==> src/rtl/cdc_pkg.sv <==
// Types and constants shared by the CDC sampler and its downstream qualifiers.
package cdc_pkg;
  localparam int CDC_CNT_W = 8;

  typedef enum logic {
    STABLE = 1'b0,
    SETTLE = 1'b1
  } cdc_qual_state_e;
endpackage

==> src/rtl/cdc_stable_capture.sv <==
// Accepts a sampled CDC bus only after STABLE_CYCLES equal samples; each qualified
// change is published once through a one-entry valid/ready register (newest wins).
module cdc_stable_capture
  import cdc_pkg::*;
#(
  parameter int WIDTH         = 8,
  parameter int STABLE_CYCLES = 3
) (
  input  logic                 clk,
  input  logic                 rst,
  input  logic [WIDTH-1:0]     sample_in,
  output logic [WIDTH-1:0]     data_out,
  output logic                 out_valid,
  output logic [WIDTH-1:0]     out_data,
  input  logic                 out_ready,
  output logic [CDC_CNT_W-1:0] overwrite_cnt
);

  if (STABLE_CYCLES < 1 || STABLE_CYCLES > 255) begin : g_bad_stable_cycles
    $fatal(1, "cdc_stable_capture: STABLE_CYCLES must be within 1..255");
  end

  localparam logic [CDC_CNT_W-1:0] CNT_LAST = CDC_CNT_W'(STABLE_CYCLES - 1);
  localparam logic [CDC_CNT_W-1:0] CNT_MAX  = '1;

  logic [WIDTH-1:0]     r_cand;
  logic [CDC_CNT_W-1:0] r_cnt;
  cdc_qual_state_e      r_state;

  logic w_change;
  logic w_settled;
  logic w_event;

  assign w_change  = (sample_in != r_cand);
  assign w_settled = (r_state == SETTLE) && (r_cnt == CNT_LAST);
  // A bounce that returns to the published value settles without an event.
  assign w_event   = !w_change && w_settled && (r_cand != data_out);

  always_ff @(posedge clk) begin
    if (rst) begin
      r_cand        <= '0;
      r_cnt         <= '0;
      r_state       <= STABLE;
      data_out      <= '0;
      out_data      <= '0;
      out_valid     <= 1'b0;
      overwrite_cnt <= '0;
    end else begin
      if (w_change) begin
        r_cand  <= sample_in;
        r_cnt   <= '0;
        r_state <= SETTLE;
      end else if (w_settled) begin
        r_state <= STABLE;
        if (r_cand != data_out) data_out <= r_cand;
      end else if (r_state == SETTLE) begin
        r_cnt <= r_cnt + CDC_CNT_W'(1);
      end

      if (w_event) begin
        out_data  <= r_cand;
        out_valid <= 1'b1;
        // Replacing an unaccepted value is a loss worth counting; a same-edge transfer is not.
        if (out_valid && !out_ready && overwrite_cnt != CNT_MAX)
          overwrite_cnt <= overwrite_cnt + CDC_CNT_W'(1);
      end else if (out_valid && out_ready) begin
        out_valid <= 1'b0;
      end
    end
  end

endmodule
==> config.mk <==
export PLATFORM = sky130hd
export DESIGN_NAME = cdc_stable_capture
export DESIGN_NICKNAME = d
export VERILOG_FILES = /design/src/rtl/cdc_pkg.sv /design/src/rtl/cdc_stable_capture.sv
export SDC_FILE = /design/constraint.sdc
export NUM_CORES = 1
export LEC_CHECK = 0
export ABC_AREA = 1
export BUFFER_PORTS_ARGS = -buffer_cell sky130_fd_sc_hd__buf_2
export CORE_ASPECT_RATIO = 0.9
export CORE_UTILIZATION = 55
export CTS_BUF_LIST = sky130_fd_sc_hd__clkbuf_8 sky130_fd_sc_hd__clkbuf_16
export DETAILED_ROUTE_END_ITERATION = 8
export GPL_TIMING_DRIVEN = 0
export PLACE_DENSITY = 0.79
export SYNTH_ARGS = -nofsm -noshare
export SYNTH_HDL_FRONTEND = slang
export SYNTH_SLANG_ARGS = --single-unit
==> constraint.sdc <==
create_clock -name clk -period 1.9 [get_ports clk]
set_clock_uncertainty 0.15 [all_clocks]
set_input_delay 0.285 -clock clk [delete_from_list [all_inputs] [get_ports clk]]
set_output_delay 0.285 -clock clk [all_outputs]
set_load 0.03 [all_outputs]
# Word-level counts from Yosys, hierarchy flattened
# Cells that the tools add are included.
# totals
reg_bits	42
in_bits	11
# classes
add_sub_neg	2
n_eq_ne	4
muxes	4
bitwise	2
n_reduce_logical	14
# op_table
op	count
8-bit by 1-bit adder with 8-bit output, second input constant	2
8-bit != test	2
8-bit by 2-bit equality test with 1-bit output, second input constant	1
8-bit != test, second input constant	1
1-bit logical AND	6
1-bit two-way mux	4
2-bit AND reduction	2
2-bit nonzero test	2
3-bit AND reduction	1
1-bit zero test	2
1-bit inverter	2
2-bit OR reduction	1

# Logic depth before layout (Yosys ltp)
# logic_depth
depth_word	5
mapped_depth	12

# Worst setup path after synthesis
# OpenSTA, ideal clock, no wires.
# synth_timing
kind	reg2reg
from	reg overwrite_cnt[0]
to	reg overwrite_cnt[6]
setup_ns	0.116
arrival_ns	1.501
t_required_ns	1.634
setup_slack_ns	0.133
stages_incl_launch_ff	11
n_path_buf	0
path_cell_list	dfxtp_1 > ha_1 > inv_1 > nor2_1 > nand2_1 > nand2_1 > inv_1 > nand4_1 > inv_1 > a21oi_1 > nor2_1
# synth_between
elab_chain_cells	3
elab_cells_between_ends	4
classes_between	add/sub: 1; eq/ne: 1; reduce/logical: 2
# synth_lines
item	line	rtl
start, declared	cdc_stable_capture.sv:16	output logic [CDC_CNT_W-1:0] overwrite_cnt
start signal, assigned	cdc_stable_capture.sv:65	overwrite_cnt <= overwrite_cnt + CDC_CNT_W'(1);
parallel branches: the longest is 3 deep, another holds 8-bit by 1-bit adder with 8-bit output	n/a	
# Several ways; the timed one is not identified.
# A chain may end at the register's enable or synchronous reset.

# Final worst setup path
# layout_timing
from	reg r_cnt[0]
to	reg overwrite_cnt[3]
# layout_between
elab_chain_cells	5
# layout_lines
item	line	rtl
start, declared	cdc_stable_capture.sv:27	logic [CDC_CNT_W-1:0] r_cnt;
start signal, assigned	cdc_stable_capture.sv:57	r_cnt <= r_cnt + CDC_CNT_W'(1);
8-bit by 2-bit equality test with 1-bit output	cdc_stable_capture.sv:35	assign w_settled = (r_state == SETTLE) && (r_cnt == CNT_LAST);
1-bit logical AND	cdc_stable_capture.sv:35	
1-bit logical AND (2 in a row)	cdc_stable_capture.sv:37	assign w_event = !w_change && w_settled && (r_cand != data_out);
2-bit AND reduction (no source line)	n/a	
# Every way passes these cells.

==> key figures <==
Place
  – DP HPWL: 2.86 mm
  – Dpl cells: 371
  – GPL Wtd Cong: 0.795
  – Number of port buffers: 35

Worst setup path
  – Max FO, Critical Path: 5
  – Reg-to-reg endpoint: overwrite_cnt[3]
  – R2r setup slk: 110 ps
  – CP startpoint kind: flip-flop
  – CP Class: flip-flop to flip-flop
  – R2R cell count: 12
  – CP arrival: 1830 ps
  – Worst R2R Start: r_cnt[0]
  – Crit path capture type: flip-flop
  – Req. time, crit path: 1940 ps

Global route
  – Vias in the first global route: 1519
  – Total grt overflow: 0
  – First-pass GRT wire length: 6.55 mm
  – Largest net degree at the start of global routing: 11
  – Initial antenna violation count: 0
  – GRT Overall Usage: 0.230

STA
  – Final setup vio count: 0
  – Min Clock Period, post-route: 1790 ps
  – Final-report max-slew violation count: 0
  – Period utilization: 0.941
  – Slew headroom: 0.656
  – Fmax: 559 MHz
  – Final hold slack: 79.0 ps
  – Slew @ Worst Pin: 516 ps
  – Fin. Hold Viols: 0

Drt
  – Final WL: 3.79 mm
  – Initial DRT Pass Iterations: 4
  – Initial drt markers: 130
  – DRT antenna net count: 0
  – Vias per cell: 4.69
  – Average wire per cell in the routed design: 9.96 um
  – Vias after detailed routing: 1781
  – DRC Markers: 0

Synth
  – Post-synthesis mux area share: 0
  – Register bit total from synthesis: 34
  – Yosys cell types: 25
  – Area share of and/or/nand/nor cells after synthesis: 0.388
  – Adder-cell share of the synthesized area: 0.0195
  – Mean Syn Cell Area: 6.53 um^2
  – Share of the synthesized area in the top cell type: 0.354
  – Xor/xnor share of the synthesized area: 0.0228
  – Synthesized area: 0.00192 mm^2
  – Synth Area in Compound Gates: 0.0769
  – Mapped Nets: 308
  – Largest family of logic cells by synthesized area: simple AND/OR/NAND/NOR gates
  – Post-synth top area cell: dfxtp_1
  – Area contributors post-synth: dfxtp_1 (35%), nand2_1 (15%), nor2_1 (10%)
  – Yosys warns: 0
  – Synthesized instance count: 294
  – Sequential share of the synthesized area: 0.354

Worst hold path
  – HP Class: input port to flip-flop
  – Hold Path Depth: 3
  – Min-delay src: sample_in[5]
  – Hold endpoint: r_cand[5]

Run
  – Max_cap viols: 0

Clocking
  – CTS tree: yes
  – Clk sink count: 34
  – Clk buf depth: 2
  – # H-tree levels: 2
  – Clock insertion delay at the later pin of the skew report: 290 ps
  – CTS Root Buffer Type: clkbuf_8
  – Clk pin slew, worst setup/hold paths: 70 ps
  – CTS Buf Count: 5

Floorplan
  – I/O pin total: 36
  – Row count: 19
  – Placeable Area: 0.00319 mm^2
  – Overall die area: 0.00373 mm^2
  – Die W: 64.3 um
  – Starting Density: 0.603
  – Die H: 58.1 um

Cells and area
  – Final std cells w/o fill: 380
  – Most common cell after layout, fill and taps aside: nand2_1
  – Most frequent cells in the layout: nand2_1 (79), nor2_1 (51), inv_1 (40)
  – Share of cells above drive strength 1: 0.257
  – Layout Nets: 351
  – Layout area overhead: 17.5%
  – Diode count: 0

Outcome
  – Status: finished, final reports clean

Power and ir drop
  – Worst vdd ir: 0.000487 V
  – Power Dens Cells: 616 mW/mm^2
  – Leak: 0.00112 uW
==> routing by layer <==
| layer | GRT usage | up-vias | part of all wire |
|---|---|---|---|
| li1 | - | 967 | - |
| met1 | 0.303 | 783 | 0.50 |
| met2 | 0.356 | 25 | 0.45 |
| met3 | 0.0768 | 6 | 0.040 |
| met4 | 0.0730 | 0 | 0.0098 |
| met5 | 0 | - | 0 |
==> worst max-delay path: stages (launching register included) <==
cell and delay [ps]:
dfxtp_2 340, inv_1 70, ha_2 180, nand2_2 60, nor2_4 110, nand2_4 80
nor2_8 110, nand3_2 100, nor2_4 140, buf_4 170, nand3_1 80, nand2_1 70
nor2_1 40
==> Yosys cell counts, drive strengths merged <==
cell     n
a21oi   13
buf     11
clkbuf   1
dfxtp   34
ha       3
inv     47
nand2   84
nand3   14
nand4    5
nor2    61
nor3     1
o211ai   1
o21ai   12
or2      2
xnor2    5
==> worst max-delay path by stage <==
stage | end | depth (start not counted) | slack [ps] | start
2_1_floorplan | overwrite_cnt[6] | 10 | 130 | overwrite_cnt[0]
3_3_place_gp | r_cnt[7] | 12 | 130 | r_cnt[0]
3_5_place_dp | r_cnt[7] | 12 | 120 | r_cnt[0]
4_1_cts | r_cnt[7] | 12 | 110 | r_cnt[0]
5_1_grt | overwrite_cnt[3] | 12 | -6 | r_cnt[0]
6_report | overwrite_cnt[3] | 12 | 110 | r_cnt[0]
==> state kept, by name, summed over array words and instances (netlist names) <==
| name | count |
|---|---|
| r_cnt | 8 |
| out_valid | 1 |
| data_out | 8 |
| r_state | 1 |
| overwrite_cnt | 8 |
| r_cand | 8 |
==> per-stage QoR <==
stage	total power (uW)	instance area [um^2]	util	setup WS, ps	setup TNS [ps]
floorplan	823	1920	-	133	0
global route	1460	2260	0.708	-6.08	-6.08
CTS	1400	2240	0.703	114	0
finish	1390	2260	0.708	112	0
detailed placement	855	2150	0.674	122	0
global placement	852	2150	0.674	126	0
==> where the power goes <==
group          switching (uW)  internal (uW)
Clock                     263            287
Combinational            66.0           38.6
Sequential               11.7            723
==> final cells by class <==
| type | count | area, um^2 |
|---|---|---|
| Inverter | 47 | 176 |
| Multi-Input combinational cell | 201 | 981 |
| Timing Repair Buffer | 36 | 183 |
| Clock inverter | 2 | 8.76 |
| Fill cell | 289 | 930 |
| Buffer | 12 | 90.1 |
| Sequential cell | 34 | 682 |
| Clock buffer | 6 | 82.6 |
| Tap cell | 42 | 52.6 |
==> kinds of logic after synthesis <==
group / count (synthesis)
compound gates: 26
xor+xnor: 5
fa+ha+maj: 3
buf+inv: 59
flops: 34
simple gates: 167
==> repair_timing <==
item | CTS | global route
hold buffers | 0 | 0
endpoints found under the setup margin | 0 | 9
setup buffers | 0 | 0
resized for setup | 0 | 7
(Power assumes the default switching activity.)
